[src/rtl/lstm_pkg.sv]
// Shared constants for the LSTM parameter memories: bank ids, bank depths,
// loader header layout and the loader framing states.
package lstm_pkg;

    localparam int DATA_WIDTH  = 32;
    localparam int LUT_DEPTH   = 16;
    localparam int WLSTM_DEPTH = 64;
    localparam int ULSTM_DEPTH = 32;
    localparam int BLSTM_DEPTH = 16;
    localparam int WFC_DEPTH   = 4;
    localparam int BFC_DEPTH   = 1;

    localparam logic [2:0] SEL_SIGMOID = 3'd0;
    localparam logic [2:0] SEL_TANH    = 3'd1;
    localparam logic [2:0] SEL_WLSTM   = 3'd2;
    localparam logic [2:0] SEL_ULSTM   = 3'd3;
    localparam logic [2:0] SEL_BLSTM   = 3'd4;
    localparam logic [2:0] SEL_WFC     = 3'd5;
    localparam logic [2:0] SEL_BFC     = 3'd6;
    localparam logic [3:0] NUM_BANKS   = 4'd7;

    localparam int HDR_ID_MSB = 31;
    localparam int HDR_ID_LSB = 28;
    localparam int HDR_N_MSB  = 15;
    localparam int HDR_N_LSB  = 0;

    typedef enum logic [1:0] {ST_HDR, ST_DATA, ST_CHK} state_t;

    // Ids 7..15 name no bank and report depth 0.
    function automatic logic [15:0] bank_depth(input logic [3:0] id);
        logic [15:0] depth;
        case (id)
            {1'b0, SEL_SIGMOID}, {1'b0, SEL_TANH}: depth = 16'(LUT_DEPTH);
            {1'b0, SEL_WLSTM}:                     depth = 16'(WLSTM_DEPTH);
            {1'b0, SEL_ULSTM}:                     depth = 16'(ULSTM_DEPTH);
            {1'b0, SEL_BLSTM}:                     depth = 16'(BLSTM_DEPTH);
            {1'b0, SEL_WFC}:                       depth = 16'(WFC_DEPTH);
            {1'b0, SEL_BFC}:                       depth = 16'(BFC_DEPTH);
            default:                               depth = 16'd0;
        endcase
        return depth;
    endfunction

endpackage

[src/rtl/lstm_param_loader.sv]
// Framed word-stream loader for the seven LSTM parameter banks: header, bounded
// payload writes, XOR checksum, and a per-bank verified-image mask.
module lstm_param_loader
    import lstm_pkg::*;
(
    input  logic                  clk,
    input  logic                  rst,
    input  logic                  s_valid,
    output logic                  s_ready,
    input  logic [DATA_WIDTH-1:0] s_data,
    output logic                  wr_en,
    output logic [2:0]            wr_sel,
    output logic [5:0]            wr_addr,
    output logic [DATA_WIDTH-1:0] wr_data,
    output logic [6:0]            loaded,
    output logic                  all_loaded,
    output logic                  err
);

    state_t                r_state;
    state_t                w_state_next;
    logic [3:0]            r_id;
    logic [15:0]           r_n;
    logic [15:0]           r_addr;
    logic [DATA_WIDTH-1:0] r_xor;
    logic                  r_wr_en;
    logic [2:0]            r_wr_sel;
    logic [5:0]            r_wr_addr;
    logic [DATA_WIDTH-1:0] r_wr_data;
    logic [6:0]            r_loaded;
    logic                  r_all_loaded;
    logic                  r_err;

    logic                  w_accept;
    logic                  w_wr_en;
    logic                  w_err_set;
    logic                  w_set_loaded;
    logic                  w_clr_loaded;
    logic [3:0]            w_hdr_id;
    logic [15:0]           w_hdr_n;
    logic [15:0]           w_depth;

    // The loader never backpressures; only reset blocks the stream.
    assign s_ready  = ~rst;
    assign w_accept = s_valid & ~rst;
    assign w_hdr_id = s_data[HDR_ID_MSB:HDR_ID_LSB];
    assign w_hdr_n  = s_data[HDR_N_MSB:HDR_N_LSB];
    assign w_depth  = bank_depth(r_id);

    always_comb begin
        w_state_next = r_state;
        w_wr_en      = 1'b0;
        w_err_set    = 1'b0;
        w_set_loaded = 1'b0;
        w_clr_loaded = 1'b0;
        if (w_accept) begin
            case (r_state)
                ST_HDR: begin
                    if (w_hdr_id < NUM_BANKS) w_clr_loaded = 1'b1;
                    else                      w_err_set    = 1'b1;
                    w_state_next = (w_hdr_n != 16'd0) ? ST_DATA : ST_CHK;
                end
                ST_DATA: begin
                    if ((r_id < NUM_BANKS) && (r_addr < w_depth)) w_wr_en   = 1'b1;
                    else                                          w_err_set = 1'b1;
                    if (r_addr == (r_n - 16'd1)) w_state_next = ST_CHK;
                end
                ST_CHK: begin
                    // A matching checksum only verifies an image that fills the bank exactly.
                    if ((s_data == r_xor) && (r_id < NUM_BANKS) && (r_n == w_depth))
                        w_set_loaded = 1'b1;
                    else
                        w_err_set = 1'b1;
                    w_state_next = ST_HDR;
                end
                default: w_state_next = ST_HDR;
            endcase
        end
    end

    always_ff @(posedge clk) begin
        if (rst) begin
            r_state      <= ST_HDR;
            r_id         <= 4'd0;
            r_n          <= 16'd0;
            r_addr       <= 16'd0;
            r_xor        <= '0;
            r_wr_en      <= 1'b0;
            r_wr_sel     <= 3'd0;
            r_wr_addr    <= 6'd0;
            r_wr_data    <= '0;
            r_loaded     <= 7'd0;
            r_all_loaded <= 1'b0;
            r_err        <= 1'b0;
        end else begin
            r_state      <= w_state_next;
            r_wr_en      <= w_wr_en;
            r_all_loaded <= &r_loaded;
            if (w_wr_en) begin
                r_wr_sel  <= r_id[2:0];
                r_wr_addr <= r_addr[5:0];
                r_wr_data <= s_data;
            end
            if (w_err_set)    r_err                    <= 1'b1;
            if (w_clr_loaded) r_loaded[w_hdr_id[2:0]]  <= 1'b0;
            if (w_set_loaded) r_loaded[r_id[2:0]]      <= 1'b1;
            if (w_accept) begin
                case (r_state)
                    ST_HDR: begin
                        r_id   <= w_hdr_id;
                        r_n    <= w_hdr_n;
                        r_addr <= 16'd0;
                        r_xor  <= '0;
                    end
                    ST_DATA: begin
                        r_addr <= r_addr + 16'd1;
                        r_xor  <= r_xor ^ s_data;
                    end
                    default: ;
                endcase
            end
        end
    end

    assign wr_en      = r_wr_en;
    assign wr_sel     = r_wr_sel;
    assign wr_addr    = r_wr_addr;
    assign wr_data    = r_wr_data;
    assign loaded     = r_loaded;
    assign all_loaded = r_all_loaded;
    assign err        = r_err;

endmodule

[config.mk]
export PLATFORM = sky130hd
export DESIGN_NAME = lstm_param_loader
export DESIGN_NICKNAME = d
export VERILOG_FILES = /design/src/rtl/lstm_pkg.sv /design/src/rtl/lstm_param_loader.sv
export SDC_FILE = /design/constraint.sdc
export NUM_CORES = 1
export LEC_CHECK = 0
export CORE_MARGIN = 5
export CORE_UTILIZATION = 40
export DETAILED_ROUTE_END_ITERATION = 6
export GPL_TIMING_DRIVEN = 0
export PLACE_DENSITY = 0.58
export SYNTH_ARGS = -nofsm -noshare
export SYNTH_HDL_FRONTEND = slang
export SYNTH_SLANG_ARGS = --single-unit
[constraint.sdc]
create_clock -name clk -period 3.9 [get_ports clk]
set_clock_uncertainty 0.2 [all_clocks]
set_input_delay 0.585 -clock clk [delete_from_list [all_inputs] [get_ports clk]]
set_output_delay 0.585 -clock clk [all_outputs]
set_load 0.02 [all_outputs]
==> impl_metrics.tcl, run 1 <==
set metrics [dict create \
    insertedDiodeCount 0 \
    initial_core_util_pct 40.83 \
    synthFlopType "dfxtp_1" \
    critPathCaptureType "flip-flop" \
    synth_area_per_cell_um2 8.522 \
    critPathKind "flip-flop to flip-flop" \
    crit_chain "clkbuf_1 > nand2b_1 > or3b_2 > ha_1 > o21ai_1 > a21oi_1 > or4b_1 > buf_2 > buf_6 > mux2i_1 > nor2_1" \
    clockBufferDepth 2 \
    yosysSeqAreaShare_pct 38.88 \
    wl_per_cell_um 17.33 \
    synth_edf_count 0 \
    start_kind "flip-flop" \
    cp_data_arrival_time_ns 3.50 \
    critPathBufInv 3 \
    p_per_area_mw_per_mm2 424.1 \
    hpwl_mm 13.54 \
    num-nets-final 874 \
    io_pins 87 \
    power.total_uw 3361 \
    cpPeakStageDelay_ns 0.50 \
    numCtsBuffers 17 \
    reg2reg_depth 11 \
    relSlewSlack_pct 37.09 \
    r2r_slack_ns 0.50 \
    synthToLayoutAreaGrowth_pct 27.23 \
    min-delay-start "wr_data[31]" \
    cts_sinks 121 \
    cts_max_level 4 \
    overflow 0 \
    post_cts_buffers 0 \
    ys_warn_count 0 \
    antenna_found_initial 0 \
    period_needed_ns 3.402 \
    hold_viol_final 0 \
    drv_slew 0 \
    ys_ff_latch 121 \
    synthCells 731 \
    yosysTopAreaCellShare_pct 38.88 \
    die_x_um 134.8 \
    remaining_drc_errors 0 \
    synth_nets 772 \
    timing.fmax_mhz 293.9 \
    dieHeight_um 134.8 \
    top_layer_used "met4" \
    drt-met1-wl_mm 8.232 \
    core_mm2 0.01526 \
    setup_violations 0 \
    place_congestion 0.8932 \
    grt_pass1_vias 5764 \
    drt-pass1-iter-count 5 \
    tightest_slew_ns 0.9364 \
    reg2reg_from "r_id[0]" \
    synth_top_cells_by_area "dfxtp_1 (39%), mux2i_1 (6.9%), xor2_1 (5.6%)" \
    required_ns 3.99 \
    die_area_mm2 0.01817 \
    insertion_delay_ns 0.42 \
    rsz0062_at_grt "false" \
    synth.distinct_cells 56 \
    r2r-end "wr_data[6]" \
    period_share_pct 87.24 \
    cts_hold_buf 0 \
    drv_cap 0 \
    route.met3.wl_um 797 \
    cts_resized 0 \
    route.met2.wl_mm 8.907 \
    cts_tree "yes" \
    timing.critical_path.from "r_id[0]" \
    final_common_cell "dfxtp_1" \
    grt_start_max_net_pins 17 \
    viasPerCell 5.402 \
    p_leak_uw 0.003087 \
    drtAntennaViolNets 0 \
    first_iter_violations 377 \
    crit_family "simple AND/OR/NAND/NOR gates" \
    min_path_type "flip-flop to flip-flop" \
    vdd_drop_max_uv 335.2 \
    yosys.area.top_type "dfxtp_1" \
    cp_max_fo 10 \
    vias 5710 \
    setup_tns_ns 0 \
    port_buffers 83 \
    syn_area_mm2 0.006230 \
    cp_slowest_cell "or4b_1" \
    fillers 1460 \
    async_flop_share_pct 0 \
    drive_above_1_share_pct 6.383 \
    grt_pass1_wl_mm 29.85 \
    status "complete, no violations" \
    wl_mm 18.32 \
    path_clk_slew_ns 0.06 \
    hold_depth 2 \
    grt_usage_pct 20.77 \
    cts_root_buf "clkbuf_16" \
    rows 45 \
    hold_end "wr_data[31]" \
    final_cell_mix "dfxtp_1 (121), clkdlybuf4s50_1 (83), nor2_1 (70), nand2_1 (56), a21oi_1 (45)" \
]
## worst max-delay path by stage
stage             endpoint  cells after the start  slack (ns)
2_1_floorplan   wr_addr[0]                     11        0.97
3_3_place_gp    wr_data[7]                      9        0.22
3_5_place_dp    wr_data[5]                      9        0.19
4_1_cts         wr_data[5]                     11        0.48
5_1_grt        wr_data[24]                     11        0.34
6_report        wr_data[6]                     11        0.50
## logic make-up (layout without fill, tap and decap cells)
family	after synthesis	after routing	share of synthesized area (%)
simple gates	288	288	24.96
compound gates	144	144	14.30
flops	121	121	38.88
buf+inv	65	180	4.659
xor+xnor	62	62	8.717
mux	45	45	7.270
fa+ha+maj	6	6	1.205
## metrics by stage
step | utilization (%) | setup WS, ns | cell area, um^2 | hold slack [ns] | cells
after CTS | 51.95 | 0.4818 | 7926 | 0.2914 | 1057
after global routing | 51.95 | 0.3369 | 7926 | 0.3250 | 1057
after floorplan | - | 0.9650 | 6230 | 0.2687 | 731
final | 51.95 | 0.4977 | 7926 | 0.2900 | 1057
after global placement | 48.00 | 0.2197 | 7325 | 0.2763 | 1025
after detailed placement | 48.00 | 0.1907 | 7325 | 0.2844 | 1025
## cell type report
cell class              instances  area (um^2)  share of cell area [%]
well taps                     211        264.0                   3.331
plain buffers                  56        256.5                   3.236
clock inverters                14        162.7                   2.052
inverters                       9        33.78                  0.4262
multi-input cells             545         3517                   44.37
repair buffers                 83        830.8                   10.48
clock buffers                  18        439.2                   5.541
flip-flops and latches        121         2422                   30.56
## tightest hold or removal path: cells and delay by family (launching register included)
kind	cells	cell delay, ns
AND/OR/NAND/NOR	1	0.07
multiplexers	1	0.07
flip-flops	1	0.32
## state kept, by name, indices dropped and copies added (netlist names)
register	flops
err	1
r_n	16
r_addr	16
r_id	4
r_state	2
r_xor	32
wr_sel	3
all_loaded	1
wr_en	1
loaded	7
wr_data	32
wr_addr	6
## power by group
part / leakage (uW) / internal, uW / switching (uW)
combinational: 0.00182 / 189 / 272
clock: 0.000288 / 973 / 624
sequential: 0.000980 / 1270 / 31.9
## synth_stat cells, types with 2 or more instances
master / number
nor2_1: 70
clkbuf_1: 43
a32oi_1: 2
or3_1: 6
a41oi_1: 2
buf_2: 7
xnor2_1: 22
o311ai_0: 4
ha_1: 6
o211ai_1: 17
and2_1: 3
or4_4: 2
dfxtp_1: 121
nand4_1: 11
nand3_1: 16
and3_1: 4
a211o_1: 2
nor3_1: 11
nand3b_1: 37
o31ai_1: 8
o21ai_1: 2
nor3b_1: 2
mux2_2: 2
nand2b_1: 6
o21ai_0: 41
a21oi_1: 45
a311oi_1: 3
a31oi_1: 5
buf_6: 5
or4b_1: 2
inv_1: 8
nor4_1: 17
nand2_1: 56
mux2i_1: 43
o41ai_1: 4
xor2_1: 40
or4_1: 2
nor2b_1: 34
nand4b_1: 3
## per-layer routing
metal | track usage, % | vias up
met2 | 34.55 | 146
met3 | 5.179 | 25
met4 | 7.749 | 0
met1 | 26.03 | 2736
li1 | - | 2803
met5 | 0 | -
No activity file was read; power rests on OpenSTA's default activity.
==> run 2, diff against run 1 <==
--- a/config.mk
+++ b/config.mk
@@ -5,8 +5,10 @@
 export SDC_FILE = /design/constraint.sdc
 export NUM_CORES = 1
 export LEC_CHECK = 0
+export ABC_CLOCK_PERIOD_IN_PS = 3900
 export CORE_MARGIN = 5
 export CORE_UTILIZATION = 40
+export CTS_CLUSTER_DIAMETER = 30
 export DETAILED_ROUTE_END_ITERATION = 6
 export GPL_TIMING_DRIVEN = 0
 export PLACE_DENSITY = 0.58
==> results of run 2 <==
The final DEF is identical to that of run 1; final timing and power are the same.
==> run 3, diff against run 2 <==
--- a/config.mk
+++ b/config.mk
@@ -5,7 +5,7 @@
 export SDC_FILE = /design/constraint.sdc
 export NUM_CORES = 1
 export LEC_CHECK = 0
-export ABC_CLOCK_PERIOD_IN_PS = 3900
+export ABC_CLOCK_PERIOD_IN_PS = 3300
 export CORE_MARGIN = 5
 export CORE_UTILIZATION = 40
 export CTS_CLUSTER_DIAMETER = 30
==> constraint.sdc (replaced) <==
create_clock -name clk -period 3.3 [get_ports clk]
set_clock_uncertainty 0.2 [all_clocks]
set_input_delay 0.495 -clock clk [delete_from_list [all_inputs] [get_ports clk]]
set_output_delay 0.495 -clock clk [all_outputs]
set_load 0.02 [all_outputs]
==> run 3 against run 2 <==
- die area is the same
- final area grew 0.17%
- count of clock-buffer cells in the layout is the same
- fmax grew 7.9%
- first-iteration DRC count shrank 2.9%
- largest cell class unchanged
==> impl_metrics.tcl, run 3 (synthesis results as in run 1) <==
set metrics [dict create \
    drv_slew 0 \
    final_common_cell "dfxtp_1" \
    num-nets-final 873 \
    seq_area_mm2 0.002422 \
    min_path_type "flip-flop to flip-flop" \
    clockBufferDepth 2 \
    first_iter_violations 366 \
    relSlewSlack_pct 37.31 \
    cts_resized 1 \
    port_buffers 83 \
    instances_no_fill 1056 \
    timing.fmax_mhz 317.2 \
    final_cell_mix "dfxtp_1 (121), clkdlybuf4s50_1 (83), nor2_1 (70), nand2_1 (56), a21oi_1 (45)" \
    grt_pass1_wl_mm 29.85 \
    dp_slack_ns -0.3193 \
    insertion_delay_ns 0.42 \
    die_area_mm2 0.01817 \
    antenna_found_initial 0 \
    fillers 1454 \
    vias 5716 \
    die_x_um 134.8 \
    grt_pass1_vias 5764 \
    placed_area_mm2 0.007325 \
    rsz0062_at_grt "false" \
    finalInstanceArea_mm2 0.007940 \
    status "complete, no violations" \
    wl_per_cell_um 17.28 \
    fin_ws_ns 0.1470 \
    drtAntennaViolNets 0 \
    cts_root_buf "clkbuf_16" \
    post_cts_buffers 0 \
    start_kind "flip-flop" \
    cts_max_level 4 \
    setup_violations 0 \
    cp_data_arrival_time_ns 3.25 \
    overflow 0 \
    initial_core_util_pct 40.83 \
    remaining_drc_errors 0 \
    vdd_drop_max_uv 397.3 \
    place_congestion 0.8932 \
    p_leak_uw 0.003102 \
    tightest_slew_ns 0.9331 \
    rows 45 \
    drt-pass1-iter-count 5 \
    core_mm2 0.01526 \
    cts_hold_buf 0 \
    wl_mm 18.25 \
    critPathCaptureType "flip-flop" \
    drive_above_1_share_pct 6.627 \
    cp_max_fo 10 \
    period_needed_ns 3.153 \
    required_ns 3.40 \
    io_pins 87 \
    numCtsBuffers 17 \
    grt_usage_pct 20.77 \
    cts_tree "yes" \
    dp_cells 1025 \
    hold_viol_final 0 \
    worst_hold_slack_ns 0.2903 \
    insertedDiodeCount 0 \
    critPathKind "flip-flop to flip-flop" \
    period_share_pct 95.54 \
    path_clk_slew_ns 0.06 \
    p_per_area_mw_per_mm2 501.1 \
    grt_start_max_net_pins 17 \
    synthToLayoutAreaGrowth_pct 27.46 \
    hpwl_mm 13.54 \
    viasPerCell 5.413 \
    dieHeight_um 134.8 \
    multi_input_area_mm2 0.003532 \
    drv_cap 0 \
    cts_sinks 121 \
]
run 3: changes by cell type in the layout (fill, tap and decap cells not counted):
cell	delta
clkbuf_1	-3
nor3b_2	-1
clkbuf_2	+1
nor4b_4	+1
nor4b_2	-1
buf_2	+1
nor3b_4	+1
run 3: area by class of cell:
cell class | count | share of cell area [%]
clock buffers | 18 | 5.531
plain buffers | 55 | 3.215
well taps | 211 | 3.325
clock inverters | 14 | 2.049
flip-flops and latches | 121 | 30.51
multi-input cells | 545 | 44.48
inverters | 9 | 0.4255
repair buffers | 83 | 10.46
run 3: stage by stage:
stage | power, uW | setup TNS, ns | util, %
after global placement | 2102 | -11.05 | 48.00
final | 3978 | 0 | 52.04
after detailed placement | 2113 | -11.43 | 48.00
after CTS | 4010 | 0 | 51.96
after floorplan | 1905 | 0 | -
after global routing | 4144 | 0 | 52.04
run 3: final timing paths:
path	slack, ns	endpoint	depth (start not counted)	startpoint
worst min register to register	0.29	wr_data[31]	2	wr_data[31]
worst min-delay path	0.29	wr_data[31]	2	wr_data[31]
worst max-delay path	0.15	wr_data[5]	11	r_id[0]
worst max register to register	0.15	wr_data[5]	11	r_id[0]
run 3: worst max-delay path, cell delays in order, from the launching register on:
cell and delay [ns]:
dfxtp_1 0.38, buf_2 0.27, nand2b_1 0.13, or3b_2 0.46
ha_1 0.28, o21ai_1 0.07, a21oi_1 0.09, or4b_1 0.50
buf_2 0.22, buf_6 0.20, mux2i_1 0.18, nor2_1 0.05
run 3: power breakdown:
group          internal [uW]  switching (uW)
Clock                   1150             740
Sequential              1500            40.7
Combinational            226             319
run 3: metal layers:
| metal | wire length [um] | global-route usage (%) | up-vias |
|---|---|---|---|
| li1 | - | - | 2807 |
| met1 | 8239 | 26.03 | 2743 |
| met2 | 8872 | 34.55 | 139 |
| met3 | 742 | 5.179 | 27 |
| met4 | 392 | 7.749 | 0 |
| met5 | 0 | 0 | - |
